## src/rtl/pico_acc_core.sv

```systemverilog
// Accumulator core: single-cycle ALU ops, multi-cycle shifts and an
// iterative shift-add multiplier, with a simple read/write data bus.
module pico_acc_core #(
  parameter int DATA_W     = 16,
  parameter int IMM_W      = 12,
  parameter int CARRY_ADDR = 2
) (
  input  logic               clk,
  input  logic               rst,
  input  logic [IMM_W+3:0]   instruction,
  input  logic               instr_valid,
  output logic               instr_ready,
  output logic               busy,
  output logic               rw_req,
  output logic               rw_rnw,
  output logic [IMM_W-1:0]   rw_addr,
  input  logic [DATA_W-1:0]  data_to_rd,
  output logic [DATA_W-1:0]  data_to_wr,
  output logic [DATA_W-1:0]  regA,
  output logic [DATA_W-1:0]  regC
);

  localparam int SH_W  = $clog2(DATA_W);
  localparam int CNT_W = SH_W + 1;

  localparam logic [3:0] OP_LDI  = 4'h1;
  localparam logic [3:0] OP_ADDI = 4'h2;
  localparam logic [3:0] OP_RDW  = 4'h3;
  localparam logic [3:0] OP_WRW  = 4'h4;
  localparam logic [3:0] OP_ADD  = 4'h5;
  localparam logic [3:0] OP_SUB  = 4'h6;
  localparam logic [3:0] OP_AND  = 4'h7;
  localparam logic [3:0] OP_SHL  = 4'h8;
  localparam logic [3:0] OP_SHR  = 4'h9;
  localparam logic [3:0] OP_MUL  = 4'hA;

  typedef enum logic [1:0] {S_IDLE, S_SHIFT, S_MULT} state_t;

  state_t              state, state_n;
  logic [CNT_W-1:0]    cnt;
  logic                shift_left;
  logic [DATA_W-1:0]   mul_a, mul_b;

  logic [3:0]          opcode;
  logic [IMM_W-1:0]    imm;
  logic [SH_W-1:0]     sh_n;
  logic                accept, is_carry, reads_operand, multi_cycle;
  logic [DATA_W-1:0]   operand, imm_sext;
  logic [DATA_W:0]     add_full, sub_full;

  assign opcode      = instruction[IMM_W+3 -: 4];
  assign imm         = instruction[IMM_W-1:0];
  assign sh_n        = imm[SH_W-1:0];
  assign busy        = (state != S_IDLE);
  assign instr_ready = !busy;
  assign accept      = instr_valid && instr_ready;
  assign is_carry    = (imm == IMM_W'(CARRY_ADDR));
  assign operand     = is_carry ? regC : data_to_rd;
  assign imm_sext    = DATA_W'($signed(imm));
  assign add_full    = {1'b0, regA} + {1'b0, operand};
  assign sub_full    = {1'b0, regA} + {1'b0, ~operand} + {{DATA_W{1'b0}}, 1'b1};
  assign multi_cycle = (((opcode == OP_SHL) || (opcode == OP_SHR)) && (sh_n != '0))
                       || (opcode == OP_MUL);

  assign rw_req     = accept && ((reads_operand && !is_carry) || (opcode == OP_WRW));
  assign rw_rnw     = (opcode != OP_WRW);
  assign rw_addr    = imm;
  assign data_to_wr = regA;

  // Decode which opcodes consume a bus/carry operand
  always_comb begin
    reads_operand = 1'b0;
    case (opcode)
      OP_RDW, OP_ADD, OP_SUB, OP_AND, OP_MUL: reads_operand = 1'b1;
      default:                                reads_operand = 1'b0;
    endcase
  end

  // State register; reset always returns to IDLE, aborting any running op
  always_ff @(posedge clk) begin
    if (rst) state <= S_IDLE;
    else     state <= state_n;
  end

  // Next-state: leave IDLE on a multi-cycle accept, return when the count expires
  always_comb begin
    state_n = state;
    case (state)
      S_IDLE:          if (accept && multi_cycle)
                         state_n = (opcode == OP_MUL) ? S_MULT : S_SHIFT;
      S_SHIFT, S_MULT: if (cnt == CNT_W'(1)) state_n = S_IDLE;
      default:         state_n = S_IDLE;
    endcase
  end

  // Datapath: execute accepted ops in IDLE, step shifts and multiply while busy
  always_ff @(posedge clk) begin
    if (rst) begin
      regA       <= '0;
      regC       <= '0;
      cnt        <= '0;
      shift_left <= 1'b0;
      mul_a      <= '0;
      mul_b      <= '0;
    end else begin
      case (state)
        S_IDLE: begin
          if (accept) begin
            case (opcode)
              OP_LDI:  regA <= imm_sext;
              OP_ADDI: regA <= regA + imm_sext;
              OP_RDW:  regA <= operand;
              OP_ADD: begin
                regA <= add_full[DATA_W-1:0];
                regC <= {{(DATA_W-1){1'b0}}, add_full[DATA_W]};
              end
              OP_SUB: begin
                regA <= sub_full[DATA_W-1:0];
                regC <= {{(DATA_W-1){1'b0}}, sub_full[DATA_W]};
              end
              OP_AND:  regA <= regA & operand;
              OP_SHL, OP_SHR: begin
                if (sh_n != '0) begin
                  cnt        <= CNT_W'(sh_n);
                  shift_left <= (opcode == OP_SHL);
                end
              end
              OP_MUL: begin
                cnt   <= CNT_W'(DATA_W);
                mul_a <= operand;
                mul_b <= regA;
                regA  <= '0;
              end
              default: ;
            endcase
          end
        end
        S_SHIFT: begin
          regA <= shift_left ? (regA << 1) : (regA >> 1);
          cnt  <= cnt - 1'b1;
        end
        S_MULT: begin
          if (mul_b[0]) regA <= regA + mul_a;
          mul_a <= mul_a << 1;
          mul_b <= mul_b >> 1;
          cnt   <= cnt - 1'b1;
        end
        default: ;
      endcase
    end
  end

endmodule

```

## config.mk

```make
export PLATFORM = sky130hd
export DESIGN_NAME = pico_acc_core
export DESIGN_NICKNAME = d
export VERILOG_FILES = /design/src/rtl/pico_acc_core.sv
export SDC_FILE = /design/constraint.sdc
export NUM_CORES = 1
export LEC_CHECK = 0
export ABC_CLOCK_PERIOD_IN_PS = 4300
export CAP_MARGIN = 20
export CORE_UTILIZATION = 51
export CTS_BUF_LIST = sky130_fd_sc_hd__clkbuf_2 sky130_fd_sc_hd__clkbuf_4 sky130_fd_sc_hd__clkbuf_8
export CTS_CLUSTER_DIAMETER = 200
export DETAILED_ROUTE_END_ITERATION = 8
export HOLD_SLACK_MARGIN = 0.03
export PLACE_DENSITY = 0.76
export SLEW_MARGIN = 30
export SYNTH_ARGS = -nofsm -noshare
export SYNTH_HDL_FRONTEND = slang
export SYNTH_SLANG_ARGS = --single-unit
```

## constraint.sdc

```tcl
create_clock -name clk -period 4.3 [get_ports clk]
set_clock_uncertainty 0.15 [all_clocks]
set_input_delay 0.645 -clock clk [delete_from_list [all_inputs] [get_ports clk]]
set_output_delay 0.645 -clock clk [all_outputs]
set_load 0.01 [all_outputs]
```

# ---- Word-level counts from Yosys, hierarchy flattened
# Cells that the tools add are included.
dict set report op_classes {
  reduce_logical 26
  add_sub_neg 6
  bitwise_logic 2
  mux 22
  eq_ne 23
}
# operator count
set op_table {}
lappend op_table {{two-way mux 16 bit} 8}
lappend op_table {{case mux 16 bit (7 select lines)} 1}
lappend op_table {{case mux 16 bit (2 select lines)} 3}
lappend op_table {{case mux 16 bit (3 select lines)} 1}
lappend op_table {{adder 16 x 16 -> 17 bit} 2}
lappend op_table {{adder 16 bit} 2}
lappend op_table {{case mux 5 bit (2 select lines)} 2}
lappend op_table {{adder 17 x 1 -> 17 bit (second input constant)} 1}
lappend op_table {{bitwise AND 16 bit} 1}
lappend op_table {{equality test 4 x 3 -> 1 bit (second input constant)} 4}
lappend op_table {{inverter 16 bit} 1}
lappend op_table {{equality test 12 x 2 -> 1 bit (second input constant)} 1}
lappend op_table {{equality test 4 bit (second input constant)} 3}
lappend op_table {{AND reduction 4 bit} 3}
lappend op_table {{two-way mux 5 bit} 2}
lappend op_table {{equality test 4 x 2 -> 1 bit (second input constant)} 2}
lappend op_table {{inequality test 2 bit (second input constant)} 4}
lappend op_table {{inequality test 8 x 2 -> 1 bit (second input constant)} 1}
lappend op_table {{nonzero test 2 bit} 4}
lappend op_table {{two-way mux 2 bit} 3}
lappend op_table {{inequality test 3 bit (second input constant)} 2}
lappend op_table {{AND reduction 3 bit} 2}
lappend op_table {{equality test 5 x 1 -> 1 bit (second input constant)} 1}
lappend op_table {{logical AND 1 bit} 5}
lappend op_table {{other kinds (16)} 20}
dict set report totals {
  elab_cells 86
  in_bits 35
  regBits 72
  out_inout_bits 64
}

# ---- Logic depth before layout (Yosys ltp)
# Gate-level depths: netlist of run 1.
dict set report depth {
  word_depth 8
  depth_mapped 15
  mapped_depth_nobuf 14
}

# ---- Worst setup path before layout of run 1
# OpenSTA, ideal clock, no wires.
dict set report synth_timing {
  path_type {input-to-reg}
  startpoint {in instruction[7]}
  endpoint {reg regA[14] (netlist: data_to_wr[14])}
  n_path_buf 1
  setup_time_ps 132
  arrival_time_ps 3532
  stages 15
  t_required_ps 4018
  setup_slack_ps 487
  cell_sequence {nor4b_2 nand4_1 buf_2 mux2_2 ha_1 inv_1 fa_1 o21bai_1 nand3_1 a32oi_2 a21oi_1 o211a_1 a221o_1 a221oi_2 nor3_1}
}
dict set report synth_between {
  elab_chain_len 8
  elab_cells_between_ends 11
  classes_between {add/sub (4); eq/ne (1); mux (4); bitwise (2)}
}
# element line_no
set synth_lines {}
lappend synth_lines {{from (decl)} 10} ;# input logic [IMM_W+3:0] instruction,
lappend synth_lines {{equality test 12 x 2 -> 1 bit} 57} ;# assign is_carry = (imm == IMM_W'(CARRY_ADDR));
lappend synth_lines {{two-way mux 16 bit} 58} ;# assign operand = is_carry ? regC : data_to_rd;
lappend synth_lines {{inverter 16 bit} 61} ;# assign sub_full = {1'b0, regA} + {1'b0, ~operand} + {{DATA_W{1'b0}}, 1'b1};
lappend synth_lines {{adder 16 x 16 -> 17 bit} 61}
lappend synth_lines {{adder 17 x 1 -> 17 bit} 61}
lappend synth_lines {{case mux 16 bit (7 select lines) (*)} 109} ;# case (opcode)
lappend synth_lines {{two-way mux 16 bit (*)} 108} ;# if (accept) begin
lappend synth_lines {{case mux 16 bit (3 select lines) (*)} 106} ;# case (state)
lappend synth_lines {{to (signal assigned)} 110} ;# OP_LDI: regA <= imm_sext;
lappend synth_lines {{to (signal assigned)} 111} ;# OP_ADDI: regA <= regA + imm_sext;
lappend synth_lines {{to (signal assigned)} 112} ;# OP_RDW: regA <= operand;
lappend synth_lines {{to (decl)} 19} ;# output logic [DATA_W-1:0] regA,
# Every way passes the cells marked *; elsewhere a longest branch is shown, timed or not. The select of a mux whose other input is x is not followed.
# A chain may end at the register's enable or synchronous reset.

# ---- Worst setup path in the final report of run 1
# Same ends and word-level chain as after synthesis.

==> impl_metrics.csv, run 1 <==
group,metric,value,unit
sta,final-max-slew-violation-count,0,
cells_and_area,utilization,63.5,%
floorplan,die_w,119,microns
power,leakage,3.52,nW
power,peakVddDrop,0.000221,V
synthesis,synth_mux_area_share,5.13,%
worst_setup_path,path_cells,"clkdlybuf4s50_1, nor4b_2, nand4_1, mux2_2, ha_1, inv_1, fa_1, o21bai_2, nand3_1, a32oi_2, a21oi_1, o211a_1, a221o_1, a221oi_2, nor3_1",
routing,postRouteAntennaNets,0,
synthesis,synth_fa_ha_area_share,14.2,%
clock_network,path_clk_slew,0.09,ns
clock_network,cts_resized,0,
synthesis,synth_top_area_share,16.3,%
worst_setup_path,startpoint_type,"input port",
routing,wirelength,23600,microns
sta,setup_viol,0,
place,gp_congestion,0.996,
floorplan,initial_core_util,52.7,%
grt,grt_max_degree,46,
worst_setup_path,critPathKind,"in -> reg",
power,switchingPower,0.000802,W
grt,first_global_vias,6872,
floorplan,die_y,119,microns
sta,rsz0062_at_grt,"no",
sta,min_period_over_period,94.5,%
status,status,"complete, no violations",
synthesis,ys.flop_type,"dfxtp_1",
worst_setup_path,endpoint_kind,"register",
place,numPortBuffers,83,
place,dp_hpwl,17900,microns
cells_and_area,area_delta_synth_final,20.4,%
routing,vias,7595,
synthesis,synth_commonest_cells,"nor2_1 (98), nand2_1 (86), a21oi_1 (74)",
power,power.density,255,nW/um^2
hold_path,hold_path_depth,2,
clock_network,cts_buffers,9,
clock_network,tritoncts,"done",
worst_setup_path,worstPathRequired,4.39,ns
grt,track_usage,33.1,%
synthesis,synth_compound_area_share,31.4,%
sta,final-hold-violation-count,0,
clock_network,numClockSinks,57,
floorplan,fp.coreArea,13300,sq um
cells_and_area,diodes,0,
sta,worst_pin_slew,0.768,ns
sta,worst_slew_margin_rel,48.4,%
synthesis,synth_top_family_by_area,"compound AO/OA/AOI/OAI gates",
cells_and_area,drive_gt1_share,13.4,%
clock_network,htreeDepth,3,
synthesis,synth_area,7010,sq um
power,power_frac_seq,28.4,%
routing,dr.pass1.iters,7,
routing,remaining_drc_errors,0,
clock_network,cts.path.max_buffers,2,
clock_network,root_buffer,"clkbuf_8",
grt,grt_overflow_total,0,
worst_setup_path,crit_arrival,4.15,ns
power,p_clk_share,30.3,%
synthesis,ys_seq_area_share,16.3,%
cells_and_area,nNetsFinal,1147,
worst_setup_path,cp_slowest_cell,"clkdlybuf4s50_1",
hold_path,hp-class,"reg -> reg",
synthesis,avgSynthCellArea,7.44,sq um
synthesis,ys_warn_count,0,
clock_network,clk_latency,0.37,ns
synthesis,synthTopCellsByArea,"dfxtp_1 (16%), ha_1 (13%), a21oi_1 (5.3%)",
routing,via_per_inst,6.25,
routing,drtIter0Drc,693,
power,pwr-share-comb,41.4,%
synthesis,synthArstFlopShare,0,%
floorplan,io-pin-count,99,
synthesis,synth_edf_count,0,
floorplan,die_area,14200,sq um
synthesis,synthCells,942,
power,p_int,0.00135,W
synthesis,ys_ff_latch,57,
power,p_sw_share,37.3,%
power,p_total,0.00215,W
worst_setup_path,critPathMaxStageDelay,0.49,ns
floorplan,rows,42,
grt,grt_pass1_wl,36600,microns
worst_setup_path,ff2ff_path_depth,9,
synthesis,synth_xor_xnor_area_share,4.50,%
synthesis,yosysUniqueCellTypes,78,
sta,final.min_clock_period,4.06,ns
sta,clock.fmax,246,MHz
flow_run,cap_violations,0,
routing,routedWlPerCell,19.4,microns
grt,antenna_found_initial,0,
synthesis,synth-simple-area-share,18.2,%
worst_setup_path,crit_fanout,3,
clock_network,hold_buffers,0,
synthesis,yosys.area.top_type,"dfxtp_1",
synthesis,synth_most_common_cell,"nor2_1",
clock_network,post-cts-setup-buffers,0,
[flip-flops by register name, summed over array words and instances, names as in the netlist]
name and flops:
data_to_wr 16, mul_a 16, mul_b 16, cnt 5
state 2, regC 1, shift_left 1
[layer usage]
layer  track usage, %  routed length (microns)
met1             43.6                     9750
met2             52.4                    10400
met3             7.23                     2560
met4             12.9                      935
met5                0                        0
[kinds of logic (layout without fill, tap and decap cells)]
family,count (synthesis),count (layout)
buffers and inverters,142,226
flip-flops,57,57
adder cells (fa/ha/maj),77,77
XOR/XNOR,36,36
AND/OR/NAND/NOR,281,281
other,1,15
AO/OA/AOI/OAI,314,314
multiplexers,34,34
[power by group through the flow]
stage / registers [W] / logic (W) / clock network (W)
2_1_floorplan: 0.000607 / 0.000564 / 0
3_3_place_gp: 0.000619 / 0.000855 / 0
3_5_place_dp: 0.000620 / 0.000862 / 0
4_1_cts: 0.000608 / 0.000868 / 0.000655
5_1_grt: 0.000614 / 0.000958 / 0.000679
6_report: 0.000610 / 0.000888 / 0.000650
[area by class of cell]
type	count	area (sq um)
fillers	1232	4860
clock inverters	7	125
clock buffers	9	124
multi-input cells	757	5210
inverters	47	176
repair buffers	163	1440
flip-flops and latches	57	1140
well taps	176	220
[final timing paths]
path | start | endpoint | slack [ns]
max | instruction[7] | data_to_wr[14] | 0.24
min | mul_b[15] | mul_b[15] | 0.33
max reg2reg | data_to_wr[4] | data_to_wr[13] | 0.99
min reg2reg | mul_b[15] | mul_b[15] | 0.33
[critical path, delay by kind of cell]
| family | cells | cell delay (ns) |
|---|---|---|
| compound gates | 6 | 1.41 |
| simple gates | 4 | 0.63 |
| fa+ha+maj | 2 | 0.61 |
| buf+inv | 2 | 0.56 |
| mux | 1 | 0.29 |
[cell usage in the layout, fill, tap and decap left out, types with 5 or more instances in the layout]
cell             count
inv_1               47
o221ai_1             8
nand2b_1            10
a221oi_1            15
a21o_1              13
o21a_1               6
xor2_1              11
mux2i_1             19
a21oi_1             74
mux2_2              15
dfxtp_1             57
xnor2_1             25
ha_1                72
buf_4               79
nand3_1             15
a211o_1              5
a221o_1             11
or3_1                6
conb_1              15
a211oi_1            29
o211ai_1            24
a22oi_1              8
and3_1               7
nor4_1               6
clkdlybuf4s50_1     82
nor3_1              24
nor2b_1              6
a31oi_1              8
o2111ai_1            5
clkbuf_8             9
nor2_1              97
o21ai_0             58
nand2_1             86
[metrics by stage]
step	setup TNS (ns)	cells	worst slack [ns]	instance area [sq um]	hold slack (ns)
2_1_floorplan	0	956	0.487	7060	0.282
3_3_place_gp	-0.0794	1200	-0.0794	8180	0.295
3_5_place_dp	-0.169	1200	-0.169	8190	0.317
4_1_cts	0	1216	0.211	8440	0.336
5_1_grt	0	1216	0.0156	8440	0.367
6_report	0	1216	0.237	8440	0.334
(Power assumes the default switching activity.)
==> run 2: changes to the inputs <==
- ABC_CLOCK_PERIOD_IN_PS: 4300 -> 3800
- SLEW_MARGIN: 30 -> not set
- clock period: 4.3 -> 3.8 ns (I/O delays scaled with it)
==> impl_metrics.csv, run 2 (synthesis results as in run 1) <==
group,metric,value,unit
status,status,"complete, no violations",
grt,grt_pass1_wl,37300,microns
worst_setup_path,critPathTopFamily,"compound AO/OA/AOI/OAI gates",
power,peakVddDrop,0.000333,V
clock_network,htreeDepth,3,
sta,final.min_clock_period,3.65,ns
sta,min_period_over_period,96.2,%
sta,fin_setup_tns,0,ns
power,p_sw_share,38.4,%
floorplan,die_area,14200,sq um
sta,rsz0062_at_grt,"no",
routing,via_per_inst,6.21,
floorplan,die_y,119,microns
place,dp_hpwl,18100,microns
sta,worst_slew_margin_rel,51.2,%
grt,track_usage,33.5,%
routing,dr.pass1.iters,5,
flow_run,cap_violations,0,
routing,routedWlPerCell,19.2,microns
place,dpl-instance-area,8490,sq um
clock_network,numClockSinks,57,
cells_and_area,area_delta_synth_final,28.0,%
worst_setup_path,cp_slowest_cell,"clkdlybuf4s50_1",
sta,setup_viol,0,
sta,worst_pin_slew,0.733,ns
grt,grt_max_degree,63,
worst_setup_path,startpoint_type,"input port",
grt,antenna_found_initial,0,
cells_and_area,fin_area,8970,sq um
power,leakage,3.85,nW
floorplan,die_w,119,microns
worst_setup_path,worstPathRequired,3.87,ns
clock_network,hold_buffers,0,
power,switchingPower,0.000939,W
power,power_frac_seq,28.0,%
sta,final-hold-violation-count,0,
floorplan,fp.coreArea,13300,sq um
worst_setup_path,critPathBufInv,1,
clock_network,tritoncts,"done",
worst_setup_path,crit_arrival,3.73,ns
clock_network,clk_latency,0.36,ns
floorplan,io-pin-count,99,
sta,final-max-slew-violation-count,0,
clock_network,root_buffer,"clkbuf_8",
grt,grt_overflow_total,0,
power,p_int,0.00151,W
routing,wirelength,24400,microns
power,pwr-share-comb,44.7,%
cells_and_area,drive_gt1_share,19.1,%
floorplan,initial_core_util,52.7,%
worst_setup_path,critPathKind,"in -> reg",
clock_network,cts_buffers,9,
cells_and_area,layout_common_cells,"buf_4 (129), nor2_1 (97), nand2_1 (86), clkdlybuf4s50_1 (72), a21oi_1 (71)",
routing,vias,7876,
worst_setup_path,path_cells,"clkdlybuf4s50_1, nor2_1, nand4_1, mux2_4, ha_4, fa_2, and2b_2, o21bai_4, a21oi_4, a221oi_4, o21ai_2, a221o_1, a221oi_2, nor3_1",
sta,clock.fmax,274,MHz
cells_and_area,nNetsFinal,1199,
clock_network,path_clk_slew,0.08,ns
worst_setup_path,endpoint_kind,"register",
cells_and_area,diodes,0,
place,numPortBuffers,83,
sta,hold_slack,0.312,ns
routing,remaining_drc_errors,0,
routing,postRouteAntennaNets,0,
place,gp_congestion,0.998,
cells_and_area,layout_commonest_cell,"buf_4",
routing,drtIter0Drc,761,
power,power.density,273,nW/um^2
worst_setup_path,critPathMaxStageDelay,0.42,ns
hold_path,hp-class,"reg -> reg",
floorplan,rows,42,
power,p_clk_share,27.3,%
worst_setup_path,crit_fanout,3,
grt,first_global_vias,7033,
clock_network,cts.path.max_buffers,2,
==> run 2: changes by cell type in the layout (fill, tap and decap cells not counted), moves of 3 or more <==
cell             before  now
buf_4                79  129
clkdlybuf4s50_1      82   72
dlymetal6s2s_1        0    8
ha_1                 72   68
a21oi_1              74   71
ha_4                  0    3
nor3_1               24   21
==> run 2: worst register-to-register path, cell delays in order, from the launching register on <==
cell and delay (ns):
dfxtp_1 0.49, ha_1 0.31, fa_1 0.43, a21oi_1 0.25, o211ai_1 0.17, o2111ai_1 0.24, nand3_1 0.18, o41ai_1 0.42
xnor2_1 0.19, a221oi_2 0.24, nor3_1 0.08
==> run 2: final timing paths <==
check,end,cells past startpoint,slack [ns],from
max,data_to_wr[14],14,0.15,instruction[10]
min,mul_b[15],2,0.31,mul_b[15]
max reg2reg,data_to_wr[14],10,0.52,data_to_wr[0]
min reg2reg,mul_b[15],2,0.31,mul_b[15]
==> run 2: power by group through the flow <==
stage,Sequential (W),Combinational [W],Clock [W]
after floorplan,0.000687,0.000638,0
after global placement,0.000695,0.00101,0
after detailed placement,0.000696,0.00102,0
after CTS,0.000683,0.00104,0.000671
after global routing,0.000689,0.00117,0.000707
final,0.000686,0.00109,0.000668
==> run 2: routing by layer <==
metal / global-route usage [%] / vias to the layer above / share of wire (%)
li1: - / 3694 / -
met2: 53.0 / 422 / 44
met4: 11.1 / 0 / 3.4
met1: 46.2 / 3699 / 43
met3: 5.03 / 61 / 9.7
met5: 0 / - / 0
==> run 2: layout make-up <==
cell class / instances / area, sq um
multi-input combinational: 757 / 5360
fill: 1143 / 4330
timing repair buffer: 215 / 1850
sequential: 57 / 1140
tap: 176 / 220
inverter: 47 / 176
clock buffer: 9 / 124
clock inverter: 7 / 101
==> run 2: through the flow <==
step | util, % | cells | worst slack [ns] | total power, W
final | 67.4 | 1268 | 0.146 | 0.00245
after global routing | 67.4 | 1268 | 0.0771 | 0.00257
after CTS | 66.2 | 1260 | 0.000973 | 0.00240
after detailed placement | 63.9 | 1241 | -0.618 | 0.00172
after global placement | 63.9 | 1241 | -0.552 | 0.00171
after floorplan | - | 956 | 0.0616 | 0.00133
==> run 2: repair_timing <==
| item | CTS | global route |
|---|---|---|
| pin swaps | 10 | 18 |
| endpoints found under the setup margin | 9 | 12 |
| cloned | 0 | 1 |
| gates resized for setup | 17 | 24 |
| setup buffers | 3 | 7 |
==> run 3: changes to the inputs <==
- GPL_ROUTABILITY_DRIVEN: not set -> 0
- GPL_TIMING_DRIVEN: not set -> 0
- SLEW_MARGIN: not set -> 20
==> impl_metrics.csv, run 3 (synthesis results as in run 1) <==
group,metric,value,unit
routing,via_per_inst,6.17,
grt,grt_overflow_total,0,
clock_network,numClockSinks,57,
floorplan,rows,42,
grt,first_global_vias,6994,
place,dp_slack,-1.37,ns
power,p_int,0.00139,W
routing,wirelength,24300,microns
worst_setup_path,worstPathRequired,3.90,ns
sta,worst_pin_slew,0.949,ns
worst_setup_path,crit_fanout,4,
power,p_total,0.00231,W
power,switchingPower,0.000923,W
grt,track_usage,34.4,%
cells_and_area,area_delta_synth_final,21.3,%
status,status,"complete, no violations",
hold_path,hp-class,"reg -> reg",
clock_network,tritoncts,"done",
sta,worst_slew_margin_rel,36.5,%
routing,vias,7655,
clock_network,path_clk_slew,0.09,ns
power,p_sw_share,40.0,%
routing,wl_met3,2550,microns
clock_network,cts.path.max_buffers,2,
power,peakVddDrop,0.000248,V
sta,final-max-slew-violation-count,0,
sta,setup_viol,0,
cells_and_area,layout_commonest_cell,"nor2_1",
clock_network,root_buffer,"clkbuf_8",
sta,clock.fmax,270,MHz
floorplan,fp.coreArea,13300,sq um
flow_run,cap_violations,0,
routing,remaining_drc_errors,0,
cells_and_area,fin_area,8500,sq um
place,numPortBuffers,83,
grt,grt_pass1_wl,37900,microns
cells_and_area,fill_cells,1256,
clock_network,clk_latency,0.39,ns
cells_and_area,drive_gt1_share,14.6,%
clock_network,cts_buffers,9,
sta,final.min_clock_period,3.70,ns
power,p_clk_share,26.7,%
grt,antenna_found_initial,0,
floorplan,die_area,14200,sq um
cells_and_area,layout_common_cells,"nor2_1 (97), nand2_1 (79), a21oi_1 (73), clkdlybuf4s50_1 (71), ha_1 (70)",
worst_setup_path,crit_arrival,3.81,ns
grt,grt_max_degree,14,
power,pwr-share-comb,42.7,%
cells_and_area,nNetsFinal,1171,
cells_and_area,diodes,0,
routing,routed.top_layer,"met4",
routing,postRouteAntennaNets,0,
clock_network,htreeDepth,3,
worst_setup_path,critPathKind,"in -> reg",
floorplan,die_w,119,microns
floorplan,die_y,119,microns
place,dp_hpwl,18200,microns
sta,final-hold-violation-count,0,
routing,routed-wl-met2,11100,microns
worst_setup_path,endpoint_kind,"register",
power,power_frac_seq,30.6,%
routing,drtIter0Drc,852,
power,power.density,272,nW/um^2
floorplan,initial_core_util,52.7,%
routing,wl_met1,10000,microns
power,leakage,3.50,nW
sta,fin_setup_tns,0,ns
floorplan,io-pin-count,99,
place,dpl-instance-area,8110,sq um
worst_setup_path,startpoint_type,"input port",
routing,dr.pass1.iters,8,
sta,worst_slack,0.0952,ns
sta,min_period_over_period,97.5,%
routing,routedWlPerCell,19.6,microns
cells_and_area,utilization,63.9,%
run 3: cell types whose count changed in the layout (fill, tap and decap cells not counted), sizes merged, moves of 2 or more:
| cell | previous run | this run |
|---|---|---|
| inv | 49 | 47 |
| clkinv | 1 | 3 |
| dlymetal6s2s | 8 | 0 |
| clkbuf | 9 | 49 |
| buf | 133 | 76 |
run 3: metal layers:
metal,track usage [%],up-vias
li1,-,3645
met1,44.4,3534
met2,55.3,421
met3,6.85,55
met4,14.8,0
met5,0,-
run 3: critical path, stage by stage:
cell and delay [ns]:
buf_4 0.14, nor4b_4 0.25, nand4_1 0.16, buf_6 0.16, mux2_4 0.24, ha_4 0.16
inv_4 0.04, fa_2 0.40, o21bai_4 0.16, nand3_2 0.08, a32oi_2 0.26, a21oi_2 0.12
o211a_1 0.28, a221o_1 0.37, a221oi_4 0.34, nor3_1 0.08
run 3: what timing repair did:
| item | in CTS | in global routing |
|---|---|---|
| pin swaps | 11 | 17 |
| gates resized for setup | 45 | 47 |
| setup endpoints to repair | 13 | 8 |
| buffers inserted | 6 | 3 |
| hold buffers | 0 | 0 |
run 3: cell type report:
class                   instances  area, sq um  area share (%)
multi-input cells             757         5350            62.9
flip-flops and latches         57         1140            13.4
repair buffers                 92          853            10.0
plain buffers                  95          552            6.49
well taps                     176          220            2.59
inverters                      47          179            2.11
clock buffers                  10          138            1.62
clock inverters                 6         67.6           0.795
run 3: final timing paths:
kind / from / cells after the start / endpoint / slack (ns)
setup / recovery: instruction[8] / 16 / data_to_wr[14] / 0.1
hold / removal: mul_b[15] / 2 / mul_b[15] / 0.31
setup reg to reg: data_to_wr[1] / 10 / data_to_wr[14] / 0.38
hold reg to reg: mul_b[15] / 2 / mul_b[15] / 0.31
run 3: power groups by stage:
| stage | registers [W] | logic [W] | clock network, W |
|---|---|---|---|
| after detailed placement | 0.000714 | 0.000927 | 0 |
| final | 0.000706 | 0.000987 | 0.000616 |
| after global placement | 0.000714 | 0.000917 | 0 |
| after floorplan | 0.000687 | 0.000638 | 0 |
| after CTS | 0.000701 | 0.000944 | 0.000615 |
| after global routing | 0.000708 | 0.00107 | 0.000633 |
run 3: through the flow:
stage               hold slack, ns  std cells
floorplan                    0.282        956
global placement             0.295       1215
detailed placement           0.305       1215
CTS                          0.316       1237
global route                 0.343       1240
finish                       0.308       1240
